[config.mk]
export PLATFORM = sky130hd
export DESIGN_NAME = adder_error_evaluator
export DESIGN_NICKNAME = d
export VERILOG_FILES = /design/src/rtl/adder_error_evaluator.sv
export SDC_FILE = /design/constraint.sdc
export NUM_CORES = 1
export LEC_CHECK = 0
export ABC_AREA = 1
export BUFFER_PORTS_ARGS = -buffer_cell sky130_fd_sc_hd__buf_2
export CAP_MARGIN = 20
export CORE_MARGIN = 2
export CORE_UTILIZATION = 35
export DETAILED_ROUTE_END_ITERATION = 6
export SYNTH_ARGS = -nofsm -noshare
export SYNTH_HDL_FRONTEND = slang
export SYNTH_SLANG_ARGS = --single-unit
export TNS_END_PERCENT = 20
[constraint.sdc]
create_clock -name clk_i -period 4.34 [get_ports clk_i]
set_clock_uncertainty 0.1 [all_clocks]
set_input_delay 0.434 -clock clk_i [delete_from_list [all_inputs] [get_ports clk_i]]
set_output_delay 0.434 -clock clk_i [all_outputs]
set_load 0.05 [all_outputs]
[src/rtl/adder_error_evaluator.sv]
// Exhaustive error sweep for a W-bit approximate adder: drives every operand pair,
// compares the CUT sum with the exact sum and accumulates count/max/sum of |error|.
module adder_error_evaluator #(
  parameter int W = 8
) (
  input  logic           clk_i,
  input  logic           rst_i,
  input  logic           start_i,
  output logic [W-1:0]   op_a_o,
  output logic [W-1:0]   op_b_o,
  output logic           vec_valid_o,
  input  logic [W:0]     approx_sum_i,
  output logic           busy_o,
  output logic           done_o,
  output logic [2*W:0]   err_count_o,
  output logic [W:0]     max_err_o,
  output logic [3*W:0]   sum_abs_err_o,
  output logic [1:0]     state_o
);

  typedef enum logic [1:0] {
    S_IDLE  = 2'd0,
    S_SWEEP = 2'd1,
    S_DRAIN = 2'd2,
    S_DONE  = 2'd3
  } state_t;

  localparam logic [2*W-1:0] CNT_LAST = '1;
  localparam logic [2*W-1:0] CNT_ONE  = {{(2*W-1){1'b0}}, 1'b1};

  state_t         state_q, state_d;
  logic [2*W-1:0] cnt_q, cnt_d;
  logic           clear;

  logic           s1_valid_q;
  logic [W:0]     s1_exact_q, s1_approx_q;
  logic [W:0]     err;

  logic [2*W:0]   err_count_q, err_count_d;
  logic [W:0]     max_err_q, max_err_d;
  logic [3*W:0]   sum_abs_err_q, sum_abs_err_d;

  // Valid/ready: there is no back-pressure; a vector is consumed in every cycle
  // vec_valid_o is high, and approx_sum_i must be settled within that cycle.
  always_comb begin
    state_d = state_q;
    cnt_d   = cnt_q;
    clear   = 1'b0;
    case (state_q)
      S_IDLE, S_DONE: begin
        if (start_i) begin
          state_d = S_SWEEP;
          cnt_d   = '0;
          clear   = 1'b1;
        end
      end
      S_SWEEP: begin
        cnt_d = cnt_q + CNT_ONE;
        if (cnt_q == CNT_LAST) state_d = S_DRAIN;
      end
      // The last vector's stage-2 update lands on the edge leaving DRAIN.
      S_DRAIN: state_d = S_DONE;
      default: state_d = S_IDLE;
    endcase
  end

  always_ff @(posedge clk_i) begin
    if (rst_i) begin
      state_q <= S_IDLE;
      cnt_q   <= '0;
    end else begin
      state_q <= state_d;
      cnt_q   <= cnt_d;
    end
  end

  assign op_a_o      = cnt_q[2*W-1:W];
  assign op_b_o      = cnt_q[W-1:0];
  assign vec_valid_o = (state_q == S_SWEEP);
  assign busy_o      = (state_q == S_SWEEP) || (state_q == S_DRAIN);
  assign done_o      = (state_q == S_DONE);
  assign state_o     = state_q;

  always_ff @(posedge clk_i) begin
    if (rst_i || clear) begin
      s1_valid_q  <= 1'b0;
      s1_exact_q  <= '0;
      s1_approx_q <= '0;
    end else begin
      s1_valid_q  <= vec_valid_o;
      s1_exact_q  <= {1'b0, op_a_o} + {1'b0, op_b_o};
      s1_approx_q <= approx_sum_i;
    end
  end

  assign err = (s1_exact_q >= s1_approx_q) ? (s1_exact_q - s1_approx_q)
                                           : (s1_approx_q - s1_exact_q);

  always_comb begin
    err_count_d   = err_count_q;
    max_err_d     = max_err_q;
    sum_abs_err_d = sum_abs_err_q;
    if (clear) begin
      err_count_d   = '0;
      max_err_d     = '0;
      sum_abs_err_d = '0;
    end else if (s1_valid_q) begin
      err_count_d   = err_count_q + {{(2*W){1'b0}}, (err != '0)};
      max_err_d     = (err > max_err_q) ? err : max_err_q;
      sum_abs_err_d = sum_abs_err_q + {{(2*W){1'b0}}, err};
    end
  end

  always_ff @(posedge clk_i) begin
    if (rst_i) begin
      err_count_q   <= '0;
      max_err_q     <= '0;
      sum_abs_err_q <= '0;
    end else begin
      err_count_q   <= err_count_d;
      max_err_q     <= max_err_d;
      sum_abs_err_q <= sum_abs_err_d;
    end
  end

  assign err_count_o   = err_count_q;
  assign max_err_o     = max_err_q;
  assign sum_abs_err_o = sum_abs_err_q;

endmodule
# After elaboration in Yosys (flattened, before gate mapping)
# Cells that the tools add are included.
# totals
ff_bits	88
inputBits	12
out_inout_bits	72
wordCells	40
# op_classes
n_addsub	6
n_lt_le_gt_ge	2
eq_ne	6
n_mux	8
n_reduce_logical	10
# ops
cell	count
case mux 16 bit (2 select lines)	1
adder 25 x 9 -> 25 bit	1
subtractor 9 bit	2
adder 17 x 1 -> 17 bit	1
adder 16 x 1 -> 16 bit, second input constant	1
equality test 16 bit, second input constant	1
2-to-1 mux 16 bit	1
adder 8 x 8 -> 9 bit	1
>= comparator 9 bit	1
greater-than comparator 9 bit	1
2-to-1 mux 9 bit	1
nonzero test 9 bit	1
case mux 2 bit (3 select lines)	1
AND reduction 2 bit	3
equality test 2 bit, second input constant	2
2-to-1 mux 2 bit	2
OR reduction 2 bit	2
equality test 2 x 1 -> 1 bit, second input constant	1
logical NOT 2 bit	1
logical OR 1 bit	2
2-to-1 mux 1 bit	2
!= test 2 x 1 -> 1 bit, second input constant	1
!= test 2 bit, second input constant	1
nonzero test 2 bit	1

# Longest topological paths before layout
# Gate-level depths: netlist of the first run.
# depth
word_depth	4
depth_mapped	28
depth_no_buf	27

# Worst setup path before layout of the first run
# Ideal clock, no wire load.
# synth_timing
path_type	reg2reg
start	register s1_exact_q[3]
end	register err_count_q[13] (netlist: err_count_o[13])
setup_ns	0.070
t_arrival_ns	3.240
setup_slack_ns	0.930
stages_incl_launch_ff	24
n_path_buf	2
synth_period_minus_slack_ns	3.410
cell_sequence	dfxtp_1 > inv_1 > ha_1 > buf_6 > nand2_2 > nor2_2 > nand2_1 > nand3_2 > nand2_4 > nand2_4 > buf_8 > mux2i_1 > xor2_1 > nor3_1 > nand3_1 > ha_1 > inv_1 > nor3_1 > nand4_1 > nor4_1 > inv_1 > nor3_1 > o21ai_0 > a21oi_1
# synth_between
elab_chain_len	4
elab_cells_between_ends	6
cone_classes	3 x add/sub; 1 x order compare; 1 x mux; 1 x reduce/logical
# synth_lines
item	line_no	source
start: declaration	36	logic [W:0] s1_exact_q, s1_approx_q;
start signal: assignment	91	s1_exact_q <= {1'b0, op_a_o} + {1'b0, op_b_o};
subtractor 9 bit, or another cell as far along	97	: (s1_approx_q - s1_exact_q);
2-to-1 mux 9 bit *	96	assign err = (s1_exact_q >= s1_approx_q) ? (s1_exact_q - s1_approx_q)
via err[3]	37	logic [W:0] err;
nonzero test 9 bit *	108	err_count_d = err_count_q + {{(2*W){1'b0}}, (err != '0)};
adder 17 x 1 -> 17 bit *	108	
end signal: assignment	120	err_count_q <= err_count_d;
end: declaration	39	logic [2*W:0] err_count_q, err_count_d;
# The timed path passes the listed nets; every way through them passes the cells marked *.
# A chain may end at the register's enable or synchronous reset.

# Final worst setup path of the first run
# layout_timing
start	register s1_exact_q[3]
end	register err_count_q[14] (netlist: err_count_o[14])
# The elaborated chain is that of the path after synthesis.

==> results of run 1 <==
## synth_stat cells (2+ instances only)
| master | n |
|---|---|
| a211oi_1 | 3 |
| a21o_1 | 3 |
| a21oi_1 | 60 |
| a221oi_1 | 2 |
| a31oi_1 | 3 |
| buf_1 | 2 |
| buf_2 | 3 |
| buf_6 | 6 |
| clkbuf_1 | 9 |
| dfxtp_1 | 88 |
| fa_1 | 3 |
| ha_1 | 45 |
| inv_1 | 145 |
| inv_2 | 5 |
| nand2_1 | 170 |
| nand2_2 | 8 |
| nand2_4 | 3 |
| nand3_1 | 46 |
| nand3_2 | 7 |
| nand3b_1 | 3 |
| nand4_1 | 15 |
| nor2_1 | 112 |
| nor2_2 | 3 |
| nor3_1 | 29 |
| nor3b_1 | 6 |
| nor4_1 | 5 |
| o21a_1 | 2 |
| o21ai_0 | 25 |
| o21ai_1 | 4 |
| o21bai_1 | 4 |
| o221ai_1 | 4 |
| or2_2 | 2 |
| xor2_1 | 13 |
## path summary, 6_finish.rpt
kind | from | end
min | approx_sum_i[8] | s1_approx_q[8]
min reg2reg | err_count_o[16] | err_count_o[16]
max | s1_exact_q[3] | err_count_o[14]
max reg2reg | s1_exact_q[3] | err_count_o[14]
## report_power, final
part	switching, mW	internal, mW	leakage [nW]
Sequential	0.0543	0.869	0.712
Combinational	1.17	0.512	2.30
Clock	0.353	0.412	0.141
Total	1.58	1.79	3.15
## routing by layer
| layer | up-vias | global-route usage (%) | routed length, um | part of all wire [%] |
|---|---|---|---|---|
| met5 | - | 0 | 0 | 0 |
| met4 | 0 | 4.89 | 146 | 1.1 |
| met3 | 10 | 3.67 | 764 | 5.6 |
| met2 | 130 | 26.3 | 6050 | 44 |
| met1 | 2317 | 21.1 | 6670 | 49 |
| li1 | 2857 | - | - | - |
## flip-flops by register name (all words and copies together) (netlist names)
name,count
s1_valid_q,1
s1_exact_q,9
state_o,2
sum_abs_err_o,25
s1_approx_q,9
max_err_o,9
err_count_o,17
cnt_q,16
## final cells by class
type / instances / area (um^2)
clock inverters: 6 / 50.0
well taps: 216 / 270
clock buffers: 10 / 239
fillers: 1728 / 9290
flip-flops and latches: 88 / 1760
repair buffers: 87 / 465
inverters: 151 / 567
multi-input cells: 588 / 3240
## through the flow
stage / worst slack [ps] / power, mW
final: 464 / 3.37
after global routing: -6.15 / 3.65
after global placement: 485 / 2.59
after detailed placement: 402 / 2.60
after floorplan: 930 / 2.30
after CTS: 378 / 3.38
## logic make-up after synthesis
| logic type | share of synthesized area, % |
|---|---|
| muxes | 0.176 |
| adders and majority gates | 10.9 |
| buffers and inverters | 12.4 |
| DFF | 30.9 |
| AOI/OAI and AO/OA | 11.1 |
| and+or+nand+nor | 32.3 |
| xor gates and xnor gates | 2.15 |
## placed cells by master, fill, tap and decap left out, drive strengths merged, types with 2 or more instances in the layout
master  instances
nand3b          3
nand2         181
inv           153
buf            87
dfxtp          88
ha             45
a221oi          2
a21oi          60
a21o            3
a31oi           3
xor2           13
nor2          116
nor4            5
nand4          15
nor3           30
a211oi          3
or2             2
o221ai          4
a21boi          2
nand3          53
o21a            2
o21bai          4
nor3b           6
clkbuf         10
fa              3
o21ai          29
clkinv          3
## worst max-delay path, stage by stage, from the launching register on
cell	delay, ps
dfxtp_1	330
inv_1	50
ha_1	450
nand2_2	110
nor2_2	130
nand2_1	70
nand3_2	110
nand2_4	80
nand2_4	140
mux2i_1	310
xor2_1	300
nor3_1	80
nand3_1	150
ha_1	170
nand2_1	50
nor2_1	160
nand2_1	130
nor3_1	210
nand3_1	200
nor2_1	170
nand2_1	80
o21ai_0	140
a21oi_1	50
==> out/results.ini, run 1 <==
[critical_path]
arrival_ps=4020
worst-path-max-fanout=11
reg2reg_depth=22
start_kind=register
worstSetupPathType=reg2reg
cp-end-kind=register
rrSetupSlack_ps=460
worstPathRequired_ps=4480

[placement]
dp.cells=1129
gp_congestion=0.899
io_buffer_count=83
dp_hpwl_um=10500
placed_cell_area_mm2=0.00626

[sta]
setup_tns_ps=0
min_period_ps=3880
fin_crit_sh_pct=89.3
fmax_mhz=258
holdWs_ps=194
hold_viol_final=0
slew_headroom_pct=31.3
setup_viol=0
drv_slew=0
worst_slew_pin_slew_ps=1020

[global_routing]
grt_overflow=0
grt_usage_pct=16.1
grt_max_degree=37
antenna_found_initial=0
grt_pass1_vias=4958
grt_pass1_wl_um=23100

[cts]
cts_buffers=9
clock-sinks=88
h-tree-depth=3
cts_tree=done
clkLatencyLatePin_ps=350
clk_pin_slew_worst_paths_ps=70
cts-resized-gates=0
cts-root-buf=clkbuf_16
cts_hold_buf=0
post-cts-setup-buffer-count=0
cts_buffer_depth=2

[synth]
yosys-top-cells-area=dfxtp_1, nand2_1, ha_1, inv_1, nor2_1
yosys.cell_types.count=43
syn-num-nets=908
postSynthAreaPerCell_um2=6.71
synthDominantCellAreaShare_pct=30.9
yosysWarnings=0
synth_top_cell_by_area=dfxtp_1
synthCells=848
syn_area_mm2=0.00569
synth_edf_count=0
async_reset_ff_share_pct=0
ys_seq_elements=88
synth_flop_cell=dfxtp_1
yosysSeqAreaShare_pct=30.9

[die]
die_w_um=132
start_util_pct=35.8
fp.dieH_um=132
dieArea_mm2=0.0173
rows=46
io_pins=84
core_mm2=0.0159

[final_layout]
fin_util_pct=41.5
area_growth_pct=15.8
layout.nets=985
layout-drive-gt1-share_pct=14.5
stdcell_count=1146
antennaDiodeCount=0
finalInstanceArea_mm2=0.00659

[route]
first_pass_iters=5
vias_per_cell=4.64
vias=5314
wl_per_cell_um=11.9
drc=0
drt-total-wl_um=13600
ant_nets=0
dr.first_iter.drc_count=240

[worst_hold_path]
min_path_type=in2reg
whs_path_depth=3

[power]
p_per_area_mw_per_mm2=512
peakVddDrop_uv=528
p_leak_nw=3.15

[outcome]
status=finished, final reports clean

[job]
maxCapViolCount=0

Note: power is estimated with default switching activity, not from simulation.
==> run 2: changes to the inputs <==
Settings changed: ABC_AREA 1 to not set, SKIP_CTS_REPAIR_TIMING set to 1.
==> out/results.ini, run 2 <==
[die]
fp.dieH_um=133  ; +0.86%
core_mm2=0.0164  ; +3.3%
dieArea_mm2=0.0176  ; +1.7%
die_w_um=133  ; +0.86%
start_util_pct=35.3  ; -0.52 points
rows=47  ; +2.2%
io_pins=84  ; unchanged

[power]
p_per_area_mw_per_mm2=508  ; -0.74%
seqPwrFrac_pct=25.0  ; -2.4 points
switching_share_pct=41.8  ; -5.0 points
fin_total_pwr_mw=3.68  ; +9.1%
p_leak_nw=3.04  ; -3.5%
internal_power_mw=2.14  ; +19%
p_sw_mw=1.54  ; -2.5%
power_frac_clock_pct=21.6  ; -1.1 points
pwr-share-comb_pct=53.4  ; +3.4 points
peakVddDrop_uv=446  ; -15%

[placement]
io_buffer_count=83  ; unchanged
gp_congestion=0.861  ; -4.2%
dp_hpwl_um=11000  ; +4.9%

[worst_hold_path]
min_path_type=in2reg

[synth]
synth.top_cells.by_count=dfxtp_1, nor2_1, inv_1, ha_1, nand2_1
ys_seq_elements=88  ; unchanged
yosys-top-cells-area=dfxtp_1, ha_1, nor2_1, xor2_1, a21oi_1
synthCells=689  ; -19%
syn_area_mm2=0.00579  ; +1.8%
postSynthAreaPerCell_um2=8.41  ; +25%
synthDominantCellAreaShare_pct=30.4  ; -0.54 points
synth_top_cell_by_area=dfxtp_1
yosys.cell_types.count=79  ; +84%
yosysSeqAreaShare_pct=30.4  ; -0.54 points
syn-num-nets=749  ; -18%
async_reset_ff_share_pct=0  ; unchanged
yosysWarnings=0  ; unchanged
synth_flop_cell=dfxtp_1
synth_edf_count=0  ; unchanged
yosysMostFrequentCell=dfxtp_1

[critical_path]
start_kind=register
arrival_ps=4260  ; +240 ps
worstPathRequired_ps=4440  ; -40 ps
worst-path-max-fanout=6  ; -5
worstSetupPathType=reg2reg
cp-end-kind=register

[final_layout]
layout_common_cells=dfxtp_1, buf_2, nor2_1
fin_util_pct=44.2  ; +2.7 points
final_common_cell=dfxtp_1
area_growth_pct=25.1
largest_reg_flops=25  ; unchanged
layout.nets=857  ; -13%
antennaDiodeCount=0  ; unchanged
layout-drive-gt1-share_pct=25.3  ; +11 points

[route]
first_pass_iters=5  ; unchanged
vias=5312  ; -0.038%
vias_per_cell=5.20  ; +12%
wl_per_cell_um=14.6  ; +23%
drt-total-wl_um=14900  ; +9.6%
ant_nets=0  ; unchanged
dr.first_iter.drc_count=273  ; +14%
drc=0  ; unchanged

[cts]
clock-sinks=88  ; unchanged
h-tree-depth=3  ; unchanged
cts_buffer_depth=2  ; unchanged
cts_buffers=9  ; unchanged
cts-root-buf=clkbuf_16
cts_tree=done
clkLatencyLatePin_ps=350  ; about the same
clk_pin_slew_worst_paths_ps=60  ; about the same

[global_routing]
grt_pass1_vias=4886  ; -1.5%
grt_pass1_wl_um=24400  ; +5.7%
antenna_found_initial=0  ; unchanged
grt_usage_pct=17.0  ; +0.85 points
grt_overflow=0  ; unchanged
grt_max_degree=43  ; +16%

[sta]
setup_viol=0  ; unchanged
min_period_ps=4160  ; +281 ps
fin_crit_sh_pct=95.8  ; +6.5 points
drv_slew=0  ; unchanged
fmax_mhz=241  ; -6.8%
hold_viol_final=0  ; unchanged
slew_headroom_pct=35.8  ; +4.5 points
worst_slew_pin_slew_ps=961  ; -62.2 ps

[outcome]
status=finished, final reports clean

[job]
maxCapViolCount=0  ; unchanged

-- run 2: cell types whose count changed after synthesis, moves of 10 or more --
cell and change:
nand2_1 -126, inv_1 -95, nor2_1 -54, a21oi_1 -21, nor3_1 -18, xnor2_1 +18
and2_1 +16, and3_1 +15, mux2i_1 +14, nand3_1 -11, o21ai_1 +11, nand2b_1 +10
xor2_1 +10
-- run 2: path summary, 6_finish.rpt --
check,from,endpoint,slack (ps),cells after the start
setup / recovery,s1_exact_q[3],max_err_o[0],180,19
hold / removal,approx_sum_i[0],s1_approx_q[0],190,2
setup reg to reg,s1_exact_q[3],max_err_o[0],180,19
hold reg to reg,sum_abs_err_o[24],sum_abs_err_o[24],380,2
-- run 2: final cells by class --
type	count	area (um^2)
clock buffer	13	260
clock inverter	2	38.8
fill	1654	9160
inverter	50	188
multi-input combinational	523	3970
sequential	88	1760
tap	220	275
timing repair buffer	125	758
-- run 2: cell families (layout without fill, tap and decap cells) --
| group | after synthesis | count (layout) | share of synthesized area, % |
|---|---|---|---|
| AND/OR/NAND/NOR | 260 | 261 | 23.8 |
| AO/OA/AOI/OAI | 153 | 153 | 19.3 |
| flip-flops | 88 | 88 | 30.4 |
| buffers and inverters | 79 | 190 | 5.79 |
| adder cells (fa/ha/maj) | 49 | 49 | 10.9 |
| XOR/XNOR | 43 | 43 | 6.76 |
| multiplexers | 17 | 17 | 3.02 |
-- run 2: power groups by stage --
stage	clock network (mW)	registers (mW)	logic (mW)
6_report	0.796	0.920	1.97
5_1_grt	0.859	0.926	2.15
4_1_cts	0.820	0.917	1.78
3_5_place_dp	0	0.934	1.77
3_3_place_gp	0	0.933	1.77
2_1_floorplan	0	1.03	1.19
-- run 2: critical path, cell delays in order (launching register included) --
cell and delay (ps):
dfxtp_2 330, inv_1 70, ha_4 240, and2_4 160, a221oi_4 300, a31oi_4 140
nor2_4 130, buf_6 150, mux2i_4 240, mux2_4 330, a311oi_4 270, buf_4 170
ha_4 200, and4_1 200, nand4_1 100, nand2_2 80, a221o_1 400, buf_4 180
a21oi_2 150, a211oi_2 50
-- run 2: stage by stage --
step	area, um^2	cells	TNS (ps)	worst slack (ps)	hold WS (ps)
4_1_cts	6960	1014	-72.7	-43.7	174
3_5_place_dp	6660	999	-6.05	-6.05	379
5_1_grt	7250	1021	-88.3	-32.7	183
6_report	7250	1021	0	183	186
3_3_place_gp	6660	999	0	55.3	379
2_1_floorplan	5830	689	0	5.01	456
-- run 2: metal layers --
layer	share of wire (%)	vias up	GRT usage (%)
li1	-	2683	-
met1	49	2512	23.3
met2	45	102	26.2
met3	4.2	15	3.75
met4	1.6	0	5.85
met5	0	-	0
==> run 3: changes to the inputs <==
Settings changed: CORE_UTILIZATION 35 to 25.
==> out/results.ini, run 3 (synthesis results as in run 2) <==
[die]
fp.dieH_um=156  ; +18%
core_mm2=0.0227  ; +38%
dieArea_mm2=0.0244  ; +39%
start_util_pct=25.5  ; -9.8 points
rows=55  ; +17%
die_w_um=156  ; +18%
io_pins=84  ; unchanged

[global_routing]
antenna_found_initial=0  ; unchanged
grt_pass1_wl_um=25200  ; +3.6%
grt_usage_pct=12.9  ; -4.0 points
grt_max_degree=33  ; -23%
grt_pass1_vias=4804  ; -1.7%
grt_overflow=0  ; unchanged

[sta]
min_period_ps=4140  ; -17.6 ps
rsz0062_at_grt=true
setup_viol=0  ; unchanged
fmax_mhz=242  ; +0.43%
slew_headroom_pct=36.2  ; +0.40 points
drv_slew=0  ; unchanged
fin_ws_ps=201  ; +17.6 ps
hold_viol_final=0  ; unchanged
worst_slew_pin_slew_ps=955  ; -5.98 ps
fin_crit_sh_pct=95.4  ; -0.41 points

[critical_path]
crit_slowest_cell=or4_4
r2r_start=s1_exact_q[0]
worstPathRequired_ps=4460  ; +20 ps
reg2reg_depth=19  ; unchanged
worst-path-max-fanout=4  ; -2
start_kind=register
arrival_ps=4260  ; about the same
max_stage_delay_ps=560  ; +160 ps
regToRegEndpoint=err_count_o[16]
rrSetupSlack_ps=200  ; +20 ps
cp-end-kind=register
cp_cell_sequence=ha_1 > inv_1 > fa_1 > a21o_1 > a21oi_1 > nand3_1 > nand4_1 > o211ai_1 > xnor2_2 > or4_4 > ha_2 > and3_4 > and3_4 > nand3_2 > nor2_4 > and4_4 > nand3_1 > xor2_1 > nor2_1
worstSetupPathType=reg2reg

[route]
vias_per_cell=4.84  ; -7.0%
drt-total-wl_um=15500  ; +3.5%
drc=0  ; unchanged
wl_per_cell_um=14.3  ; -2.2%
vias=5231  ; -1.5%
dr.first_iter.drc_count=333  ; +22%
ant_nets=0  ; unchanged
first_pass_iters=5  ; unchanged

[outcome]
status=finished, final reports clean

[placement]
gp_congestion=0.858  ; -0.30%
placed_cell_area_mm2=0.00671  ; +0.73%
dp_hpwl_um=11600  ; +5.6%
io_buffer_count=83  ; unchanged
post-place-ws_ps=-57.7  ; -51.7 ps

[final_layout]
layout_common_cells=dfxtp_1, buf_2, nor2_1
n_fill_cell=2396  ; +45%
finalInstanceArea_mm2=0.00725  ; about the same
multi_input_area_mm2=0.00390  ; -1.5%
layout-drive-gt1-share_pct=24.6  ; -0.72 points
largest_reg_flops=25  ; unchanged
area_growth_pct=25.1  ; about the same
fin_util_pct=31.9  ; -12 points
seqCellArea_mm2=0.00176  ; unchanged
antennaDiodeCount=0  ; unchanged
layout.nets=851  ; -0.70%
final_common_cell=dfxtp_1

[power]
p_leak_nw=3.01  ; -1.1%
seqPwrFrac_pct=25.3  ; +0.3 points
pwr-share-comb_pct=52.0  ; -1.4 points
fin_total_pwr_mw=3.66  ; -0.45%
p_sw_mw=1.56  ; +1.3%
p_per_area_mw_per_mm2=505  ; -0.48%
power_frac_clock_pct=22.7  ; +1.1 points
internal_power_mw=2.10  ; -1.7%
switching_share_pct=42.6  ; +0.73 points
peakVddDrop_uv=447  ; +0.31%

[cts]
cts-root-buf=clkbuf_16
clkLatencyLatePin_ps=360  ; about the same
cts_tree=done
clock-sinks=88  ; unchanged
clk_pin_slew_worst_paths_ps=70  ; about the same
h-tree-depth=3  ; unchanged
cts_buffer_depth=2  ; unchanged
cts_buffers=9  ; unchanged

[worst_hold_path]
min_path_type=in2reg
whs_path_depth=2  ; unchanged
hold_start=approx_sum_i[5]
min_delay_worst_endpoint=s1_approx_q[5]

[job]
maxCapViolCount=0  ; unchanged

## run 3: area by class of cell
class	count	area share, %
multi-input cells	522	53.8
flip-flops and latches	88	24.3
repair buffers	120	10.0
well taps	285	4.92
clock buffers	10	3.30
inverters	50	2.59
clock inverters	6	1.02
## run 3: how the worst max path moves through the flow
stage / from / end
floorplan: s1_exact_q[4] / err_count_o[16]
global placement: s1_exact_q[4] / err_count_o[16]
detailed placement: s1_exact_q[4] / err_count_o[16]
CTS: s1_exact_q[4] / err_count_o[16]
global route: s1_exact_q[0] / err_count_o[16]
finish: s1_exact_q[0] / err_count_o[16]
## run 3: power by group through the flow
stage | clock [mW] | sequential, mW | combinational, mW
after floorplan | 0 | 1.03 | 1.19
after global placement | 0 | 0.941 | 1.70
after detailed placement | 0 | 0.942 | 1.71
after CTS | 0.861 | 0.924 | 1.72
after global routing | 0.899 | 0.937 | 2.09
final | 0.831 | 0.926 | 1.91
## run 3: routing by layer
layer  track usage [%]  up-vias  wire length (um)  share of wire (%)
met1              18.1     2419              7710                 50
met5                 0        -                 0                  0
li1                  -     2665                 -                  -
met3              2.99       15               743                4.8
met4              4.98        0               308                2.0
met2              19.2      132              6710                 43
## run 3: worst max-delay path, delay by kind of cell (launching register included)
kind	cells	cell delay, ps
buf+inv	1	60
xor+xnor	2	390
simple gates	10	1700
compound gates	3	600
fa+ha+maj	3	770
flops	1	370
## run 3: metrics by stage
stage	setup TNS (ps)	std cells	hold WS (ps)
after global placement	0	1058	367
final	0	1081	182
after global routing	-122	1081	171
after detailed placement	-94.0	1058	371
after CTS	-134	1074	171
after floorplan	0	689	456
